### src/rtl/ir_key_fifo.sv
// Purpose : validate decoded NEC frames and buffer accepted keys in a show-ahead FIFO.
// Latency : 2 cycles from the first Get_Flag-high cycle to the entry/err/ovf result.
// Backpress: none upstream; a valid frame arriving at a full FIFO with no pop is dropped and counted.
//
// Ports:
//   Clk, Rst_n          clock, synchronous active-low reset
//   irAddr, irData      decoded NEC address / data (data[7:0] command, data[15:8] complement)
//   Get_Flag            decode-complete level; only its rising edge starts a frame
//   rd_en               pop head entry (ignored when empty)
//   key_cmd, key_addr   head entry (show-ahead, forced to 0 while empty)
//   empty, full, level  FIFO occupancy
//   key_err, ovf        one-cycle pulses: frame rejected / valid frame dropped
//   err_cnt, ovf_cnt    saturating counters of the above
module ir_key_fifo #(
  parameter int          DEPTH_LOG2     = 2,
  parameter bit          STRICT_ADDR    = 1'b1,
  parameter bit          ADDR_FILTER_EN = 1'b0,
  parameter logic [15:0] ADDR_FILTER    = 16'hFF00
) (
  input  logic                  Clk,
  input  logic                  Rst_n,
  input  logic [15:0]           irAddr,
  input  logic [15:0]           irData,
  input  logic                  Get_Flag,
  input  logic                  rd_en,
  output logic [7:0]            key_cmd,
  output logic [15:0]           key_addr,
  output logic                  empty,
  output logic                  full,
  output logic [DEPTH_LOG2:0]   level,
  output logic                  key_err,
  output logic                  ovf,
  output logic [7:0]            err_cnt,
  output logic [7:0]            ovf_cnt
);

  localparam int                  DEPTH    = 1 << DEPTH_LOG2;
  localparam logic [DEPTH_LOG2:0] LVL_FULL = {1'b1, {DEPTH_LOG2{1'b0}}};
  localparam logic [DEPTH_LOG2:0] LVL_ONE  = {{DEPTH_LOG2{1'b0}}, 1'b1};
  localparam logic [DEPTH_LOG2-1:0] PTR_ONE = {{(DEPTH_LOG2-1){1'b0}}, 1'b1};

  // ---------------------------------------------------------------------------
  // Frame event: rising edge of Get_Flag. flag_d resets high so that a flag
  // already asserted when reset releases does not produce a frame.
  // ---------------------------------------------------------------------------
  logic flag_d;
  logic frame_evt;

  assign frame_evt = Get_Flag & ~flag_d;

  // Frame validation on the live decoder outputs, captured with the frame.
  logic cmd_ok;
  logic addr_ok;
  logic filt_ok;

  assign cmd_ok  = (irData[15:8] == ~irData[7:0]);
  assign addr_ok = !STRICT_ADDR || (irAddr[15:8] == ~irAddr[7:0]);
  assign filt_ok = !ADDR_FILTER_EN || (irAddr == ADDR_FILTER);

  // ---------------------------------------------------------------------------
  // Capture stage S1: single register, no stall. A new event simply
  // overwrites it; events are at least two cycles apart since each needs a
  // low-to-high transition, so nothing is lost.
  // ---------------------------------------------------------------------------
  logic        s1_vld;
  logic        s1_ok;
  logic [15:0] s1_addr;
  logic [7:0]  s1_cmd;

  always_ff @(posedge Clk) begin
    if (!Rst_n) begin
      flag_d  <= 1'b1;
      s1_vld  <= 1'b0;
      s1_ok   <= 1'b0;
      s1_addr <= '0;
      s1_cmd  <= '0;
    end else begin
      flag_d <= Get_Flag;
      s1_vld <= frame_evt;
      if (frame_evt) begin
        s1_ok   <= cmd_ok & addr_ok & filt_ok;
        s1_addr <= irAddr;
        s1_cmd  <= irData[7:0];
      end
    end
  end

  // ---------------------------------------------------------------------------
  // Commit stage. A pop in the same cycle frees a slot in a full FIFO, so the
  // write is still allowed; a pop on an empty FIFO is ignored.
  // ---------------------------------------------------------------------------
  logic [DEPTH_LOG2-1:0] wr_ptr;
  logic [DEPTH_LOG2-1:0] rd_ptr;
  logic                  rd_fire;
  logic                  wr_allow;
  logic                  wr_fire;
  logic                  drop_fire;
  logic                  rej_fire;

  assign rd_fire   = rd_en & ~empty;
  assign wr_allow  = ~full | rd_fire;
  assign wr_fire   = Rst_n & s1_vld & s1_ok & wr_allow;
  assign drop_fire = s1_vld & s1_ok & ~wr_allow;
  assign rej_fire  = s1_vld & ~s1_ok;

  // Storage: {addr, cmd}. Contents are not reset; head outputs are gated by
  // empty so stale data is never presented.
  logic [23:0] mem [DEPTH];
  logic [23:0] head;

  always_ff @(posedge Clk) begin
    if (wr_fire) begin
      mem[wr_ptr] <= {s1_addr, s1_cmd};
    end
  end

  assign head     = mem[rd_ptr];
  assign key_cmd  = empty ? 8'h00  : head[7:0];
  assign key_addr = empty ? 16'h0000 : head[23:8];

  assign empty = (level == '0);
  assign full  = (level == LVL_FULL);

  // Pointers, level, pulses and counters.
  always_ff @(posedge Clk) begin
    if (!Rst_n) begin
      wr_ptr  <= '0;
      rd_ptr  <= '0;
      level   <= '0;
      key_err <= 1'b0;
      ovf     <= 1'b0;
      err_cnt <= '0;
      ovf_cnt <= '0;
    end else begin
      if (wr_fire) begin
        wr_ptr <= wr_ptr + PTR_ONE;
      end
      if (rd_fire) begin
        rd_ptr <= rd_ptr + PTR_ONE;
      end

      // Simultaneous push and pop leaves the level unchanged.
      case ({wr_fire, rd_fire})
        2'b10:   level <= level + LVL_ONE;
        2'b01:   level <= level - LVL_ONE;
        default: level <= level;
      endcase

      key_err <= rej_fire;
      ovf     <= drop_fire;

      if (rej_fire && (err_cnt != 8'hFF)) begin
        err_cnt <= err_cnt + 8'd1;
      end
      if (drop_fire && (ovf_cnt != 8'hFF)) begin
        ovf_cnt <= ovf_cnt + 8'd1;
      end
    end
  end

endmodule

### config.mk
export PLATFORM = sky130hd
export DESIGN_NAME = ir_key_fifo
export DESIGN_NICKNAME = d
export VERILOG_FILES = /design/src/rtl/ir_key_fifo.sv
export SDC_FILE = /design/constraint.sdc
export NUM_CORES = 1
export LEC_CHECK = 0
export ABC_AREA = 1
export BUFFER_PORTS_ARGS = -buffer_cell sky130_fd_sc_hd__buf_2
export CAP_MARGIN = 0
export CORE_MARGIN = 2
export CORE_UTILIZATION = 36
export DETAILED_ROUTE_END_ITERATION = 8
export REMOVE_ABC_BUFFERS = 1
export SLEW_MARGIN = 20
export SYNTH_ARGS = -nofsm -noshare
export SYNTH_HDL_FRONTEND = slang
export SYNTH_SLANG_ARGS = --single-unit
### constraint.sdc
create_clock -name Clk -period 2.45 [get_ports Clk]
set_input_delay 0.1225 -clock Clk [delete_from_list [all_inputs] [get_ports Clk]]
set_output_delay 0.1225 -clock Clk [all_outputs]
set_load 0.01 [all_outputs]
==> results of run 1 <==
state kept, by name, indices dropped and copies added, names as in the netlist, named ones only:
name / count
ovf: 1
ovf_cnt: 8
rd_ptr: 2
flag_d: 1
s1_cmd: 8
s1_vld: 1
wr_ptr: 2
s1_addr: 16
s1_ok: 1
level: 3
mem: 96
err_cnt: 8
key_err: 1
timing repair:
action                    4_1_cts  5_1_grt
hold buffers                   24        0
buffers inserted                0        0
hold endpoints to repair       24        0
placed cells by master (no fill, tap or decap), drive strengths merged:
cell	instances
nand3b	1
nand4	3
fa	1
clkinvlp	1
nor2	155
clkinv	2
bufinv	4
inv	53
o211ai	1
edfxtp	96
a21oi	56
clkbuf	25
xor2	4
dlygate4sd3	24
buf	94
nand2	82
dfxtp	54
ha	6
xnor2	5
nor3	5
nand3	11
o21ai	86
final cells by class:
cell class,count,area [um^2],share of cell area (%)
Clock buffer,25,475.5,6.064
Tap cell,225,281.5,3.590
Multi-Input combinational cell,416,2017,25.72
Clock inverter,7,145.1,1.851
Sequential cell,150,3964,50.55
Inverter,53,205.2,2.617
Timing Repair Buffer,118,753.2,9.606
kinds of logic (layout without fill, tap and decap cells):
family	count (synthesis)	count (layout)	synth area share [%]
buffers and inverters	80	203	5.488
AO/OA/AOI/OAI	143	143	11.73
AND/OR/NAND/NOR	257	257	17.26
flip-flops	150	150	62.77
XOR/XNOR	9	9	1.248
adder cells (fa/ha/maj)	7	7	1.506
stage by stage:
stage                     total power, W  std cells  area [um^2]  util (%)  worst slack (ns)
after floorplan                 0.003785        619         6173         -            0.1764
after global placement          0.004476        938         6980     40.50            0.7709
after detailed placement        0.004483        938         6980     40.50            0.7284
after CTS                       0.007228        994         7841     45.49            0.4202
after global routing            0.007537        994         7841     45.49            0.2976
final                           0.007148        994         7841     45.49            0.4182
tightest hold or removal path, delay by kind of cell:
family / cells / cell delay (ns)
buffers and inverters: 1 / 0.10
and+or+nand+nor: 2 / 0.18
routing by layer:
| layer | up-vias | track usage (%) |
|---|---|---|
| li1 | 2375 | - |
| met1 | 2067 | 20.58 |
| met2 | 105 | 24.57 |
| met3 | 21 | 4.884 |
| met4 | 0 | 6.771 |
| met5 | - | 0 |
report_power, final:
| group | leakage [nW] | switching [W] | internal (W) | total (W) |
|---|---|---|---|---|
| combinational | 1.51 | 0.00108 | 0.000546 | 0.00163 |
| clock | 0.296 | 0.000951 | 0.00176 | 0.00272 |
| sequential | 1.32 | 0.0000572 | 0.00275 | 0.00281 |
worst max-delay path by stage:
stage                         to  slack (ns)  cells after the start
finish              key_addr[13]        0.42                      6
global route        key_addr[13]        0.30                      6
CTS                  key_addr[6]        0.42                      6
detailed placement      level[2]        0.73                     10
global placement      mem[3][10]        0.77                      5
floorplan              mem[0][0]        0.18                      4
==> summary.md, run 1 <==
| Metric | Value |
|---|---|
| Vias in the first global route | 4453 |
| N_diodes | 0 |
| Post-synth EDFFs | 96 |
| R2R Path End | level[2] |
| Worst path bufs/invs | 2 |
| Worst hold path type | input pin to flop |
| Top_reg_cell synth | edfxtp_1 |
| Pin count of the biggest net entering global routing | 49 |
| DRT antenna net count | 0 |
| Lkg Pwr | between 3 and 4 nW |
| Worst setup EP type | output port |
| Worst Path Arrival | 1.91 ns |
| Hold path cells | 3 |
| # fillers | 1626 |
| DR vias | approximately 4600 |
| I/O Buffers | 82 |
| Gr ovfl total | 0 |
| Max FO, Critical Path | 48 |
| CP max-delay cell | buf_4 |
| Gpl congestion | 0.7654 |
| Die Ht | between 100 and 150 um |
| Core Area | 17240 um^2 |
| CP dominant cell by count | nor2_1 |
| Total wire length | 13.67 mm |
| #FFs+latches synth | 150 |
| Placement Rows | 48 |
| Router iterations before antenna repair | 4 |
| Largest area contributor in the netlist | edfxtp_1 |
| Area contributors post-synth | edfxtp_1, dfxtp_1, nor2_1, o21ai_0, nand2_1 |
| Hold endpoint | s1_cmd[4] |
| CTS root buf | clkbuf_16 |
| VDD IR max | 503.3 uV |
| Top delay family on crit path | buffers and inverters |
| Status | complete, no violations |
| H-tree levels | 4 |
| Reg-to-Reg Start | level[2] |
| Drt wl/cell | 13.75 um |
| Sink Count | 150 |
| Yosys Warn Count | 0 |
| Syn_area_per_cell | around 9.8 um^2 |
| Tmin final | 2.032 ns |
| CTS Buffer Depth | 2 |
| Fmax | 0.4922 GHz |
| I/O pin count | 83 |
| Detailed Place HPWL | 8.403 mm |
| Fin Hold WS | 0.02424 ns |
| Top cell type's share of synthesized area | 45.65% |
| RSZ-0062 raised after global routing | no |
| Met2 Wirelength | 6.214 mm |
| Vias per Instance | ~4.6 |
| Maxcap violations | 0 |
| Routed length on met3 | 805 um |
| Asr flop ratio synth | 0% |
| Initial antenna violation count | 0 |
| Final setup vio count | 0 |
| Commonest cells post-synth | nor2_1, edfxtp_1, nand2_1 |
| Final hold vios | 0 |
| Die area | 18620 um^2 |
| Synth cell types | 35 |
| Worst slew pin tran | 0.5956 ns |
| Max Slew Vio Count | 0 |
| Met1 WL | 6.338 mm |
| TritonCTS clock tree | done |
| DR top layer | met4 |
| Post-CTS resize count | 0 |
| Total GRT Usage | between 10% and 20% |
| Starting density of the core | 36.64% |
| Most frequent cell after synthesis | nor2_1 |
| Slowest stage delay, CP | 0.43 ns |
| Post-layout net count | 799 |
| Layout area overhead | 24.17% |
| R2r setup slk | just over 0.7 ns |
| Die Wd | 136.4 um |
| Num CTS Buffers | 17 |
| Mapped Cells | 646 |
| Clock-pin slew on the worst setup and hold paths | approximately 0.05 ns |
| Required time worst endpoint | 2.33 ns |
| Worst hold path startpoint | irData[4] |
| Sequential area share after synthesis | 62.77% |
| Drt drc | 0 |
| P per Cell Area | around 900 nW/um^2 |
| First-pass GRT wire length | around 22 mm |
| Slew Limit Headroom | 60.24% |
| Crit path kind | flop to output port |
| Worst-skew pair later-pin latency | around 0.42 ns |
| Setup TNS | 0 ns |
| Setup crit start kind | flop |
| Final period util | 82.93% |
| Setup Skew | 0.007860 ns |
| Ratio of cells with drive above 1 in the final layout | 20.03% |
| Crit path cell chain | buf_4, nor2_1, nor2_1, o21ai_0, a21oi_1, buf_2 |
| Netlist Area Pre-Place | 6315 um^2 |
| R2R depth | 10 |
| Violation count after the first detailed-routing iteration | 265 |
No activity file was read; power rests on OpenSTA's default activity.
==> run 2, diff against run 1 <==
- clock period: 2.45 -> 2 ns (I/O delays scaled with it)
==> run 2 against run 1 <==
  * Sequential power rose by 23%
  * Sequential share of layout area fell by 0.24 points
  * Highest routed layer unchanged
  * Critical path type unchanged
  * Largest cell class unchanged
  * Register-to-register slack lost 0.45 ns
  * Critical endpoint is now key_addr[0]
==> summary.md, run 2 (synthesized netlist as in run 1, its figures left out) <==
| Metric | Value |
|---|---|
| Status | complete, no violations (unchanged) |
| R2R depth | 10 (unchanged) |
| Worst Path Arrival | 1.73 ns (was 1.91 ns) |
| Starting density of the core | 36.64% (unchanged) |
| Final Util | 45.72% (was 45.49%) |
| Non-Filler Instances | 998 (was 994) |
| TritonCTS clock tree | done (unchanged) |
| Core Area | 17240 um^2 (unchanged) |
| # Post-CTS Setup Buffers | 0 (unchanged) |
| Detailed Place HPWL | 8.748 mm (was 8.403 mm) |
| Worst slew pin tran | 0.4705 ns (was 0.5956 ns) |
| P per Cell Area | 1085 nW/um^2 (was 911.6 nW/um^2) |
| Worst setup EP type | output port (unchanged) |
| Clk network pwr share | 35.1% (was 38.0%) |
| Maxcap violations | 0 (unchanged) |
| Pin count of the biggest net entering global routing | 49 (unchanged) |
| Clock-pin slew on the worst setup and hold paths | 0.05 ns (about the same) |
| Minimum setup slack after placement | 0.3117 ns (was 0.7284 ns) |
| Combinational power share | 24.4% (was 22.8%) |
| Slew Limit Headroom | 68.60% (was 60.24%) |
| Worst-skew pair later-pin latency | 0.41 ns (was 0.42 ns) |
| Gpl congestion | 0.7617 (was 0.7654) |
| Most common cell after layout, fill and taps aside | nor2_1 (unchanged) |
| Tmin final | 1.834 ns |
| Final worst slack | 0.1659 ns (was 0.4182 ns) |
| Final setup vio count | 0 (unchanged) |
| CTS root buf | clkbuf_16 (unchanged) |
| Worst hold path type | input pin to flop (unchanged) |
| R2R Path End | level[2] (unchanged) |
| Cell count after placement | 940 (was 938) |
| Net switching power | 0.002618 W (was 0.002090 W) |
| Total wire length | 13.90 mm (was 13.67 mm) |
| R2r setup slk | 0.27 ns (was 0.72 ns) |
| I/O pin count | 83 (unchanged) |
| Die area | 18620 um^2 (unchanged) |
| Die Wd | 136.4 um (unchanged) |
| Vias per Instance | 4.569 (was 4.596) |
| Worst hold path startpoint | Rst_n (was irData[4]) |
| P_int | 0.005937 W (was 0.005058 W) |
| Vias in the first global route | 4328 (was 4453) |
| Setup TNS | 0 ns (unchanged) |
| Placement Rows | 48 (unchanged) |
| Fin Hold WS | 0.04333 ns (was 0.02424 ns) |
| Commonest cells after routing, fill and taps aside | nor2_1, edfxtp_1, buf_2, nand2_1, o21ai_0 (unchanged) |
| CTS Buffer Depth | 2 (unchanged) |
| Setup Skew | 0.01255 ns (was 0.007860 ns) |
| Worst Setup EP | key_addr[0] (was key_addr[13]) |
| Lkg Pwr | 3.132 nW (was 3.129 nW) |
| Top flop regs | mem (96), s1_addr (16) (unchanged) |
| Net Sw Frac | 30.60% (was 29.24%) |
| First-pass GRT wire length | 22.38 mm (was 22.19 mm) |
| Ratio of cells with drive above 1 in the final layout | 20.70% (was 20.03%) |
| Crit path kind | flop to output port (unchanged) |
| Required time worst endpoint | 1.90 ns (was 2.33 ns) |
| Max Slew Vio Count | 0 (unchanged) |
| Max FO, Critical Path | 24 (was 48) |
| Top reg by flops | mem (unchanged) |
| Total GRT Usage | 15.75% (was 15.86%) |
| Register share of total power | 40.5% (was 39.3%) |
| DR vias | 4560 (was 4568) |
| Layout area overhead | 24.81% (was 24.17%) |
| Violation count after the first detailed-routing iteration | 310 (was 265) |
| Drt drc | 0 (unchanged) |
| Router iterations before antenna repair | 4 (unchanged) |
| I/O Buffers | 82 (unchanged) |
| Reg-to-Reg Start | level[1] (was level[2]) |
| N_diodes | 0 (unchanged) |
| Num CTS Buffers | 17 (unchanged) |
| Max reg flops | 96 (unchanged) |
| Drt wl/cell | 13.93 um (was 13.75 um) |
| DRT antenna net count | 0 (unchanged) |
| Die Ht | 136.4 um (unchanged) |
| Setup crit start kind | flop (unchanged) |
| H-tree levels | 4 (unchanged) |
| Post-layout net count | 803 (was 799) |
| Initial antenna violation count | 0 (unchanged) |
| Fmax | about 0.55 GHz |
| VDD IR max | 642.6 uV (was 503.3 uV) |
| RSZ-0062 raised after global routing | no (unchanged) |
| Final hold vios | 0 (unchanged) |
| Final period util | 91.70% |
| Sink Count | 150 (unchanged) |
| Gr ovfl total | 0 (unchanged) |
-- run 2: cell count changes in the layout (fill, tap and decap cells not counted), sizes merged --
cell / previous run / this run
clkbuf: 25 / 21
clkinv: 2 / 6
clkinvlp: 1 / 4
buf: 94 / 96
bufinv: 4 / 2
dlygate4sd3: 24 / 25
-- run 2: what timing repair did --
item / CTS / global route
endpoints found under the hold margin: 25 / 0
hold buffers: 25 / 0
endpoints found under the setup margin: 0 / 17
resized for setup: 0 / 5
-- run 2: layout make-up --
type	instances	area [um^2]
Clock buffer	20	436.7
Sequential cell	150	3965
Inverter	53	210.2
Fill cell	1650	9355
Multi-Input combinational cell	416	2017
Timing Repair Buffer	122	840.8
Tap cell	225	281.5
Clock inverter	12	130.1
-- run 2: how the worst min path moves through the flow --
stage	to	slack, ns	cells past startpoint
2_1_floorplan	flag_d	0.17	1
3_3_place_gp	flag_d	0.30	3
3_5_place_dp	flag_d	0.32	3
4_1_cts	level[0]	0.04	3
5_1_grt	ovf_cnt[5]	0.07	3
6_report	level[0]	0.04	3
-- run 2: power groups by stage --
stage / clock network, W / logic (W) / registers (W)
3_3_place_gp: 0 / 0.00202 / 0.00351
5_1_grt: 0.00322 / 0.00235 / 0.00347
6_report: 0.00300 / 0.00209 / 0.00346
2_1_floorplan: 0 / 0.00104 / 0.00359
4_1_cts: 0.00308 / 0.00206 / 0.00345
3_5_place_dp: 0 / 0.00201 / 0.00351
-- run 2: critical path, stage by stage (launching register included) --
cell and delay [ns]:
dfxtp_2 0.43, buf_12 0.20, nor2_1 0.06, nor2_1 0.07, o21ai_0 0.08, a21oi_1 0.28, buf_2 0.19
-- run 2: metrics by stage --
step / instance area [um^2] / power [W]
finish: 7881 / 0.008555
global route: 7881 / 0.009044
CTS: 7850 / 0.008590
detailed placement: 7033 / 0.005520
global placement: 7033 / 0.005522
floorplan: 6173 / 0.004637
-- run 2: metal layers --
layer	vias up	routed length, um	track usage (%)
met5	-	0	0
met1	2078	6419	20.46
met3	6	710	4.661
li1	2387	-	-
met4	0	135	4.803
met2	89	6633	25.43
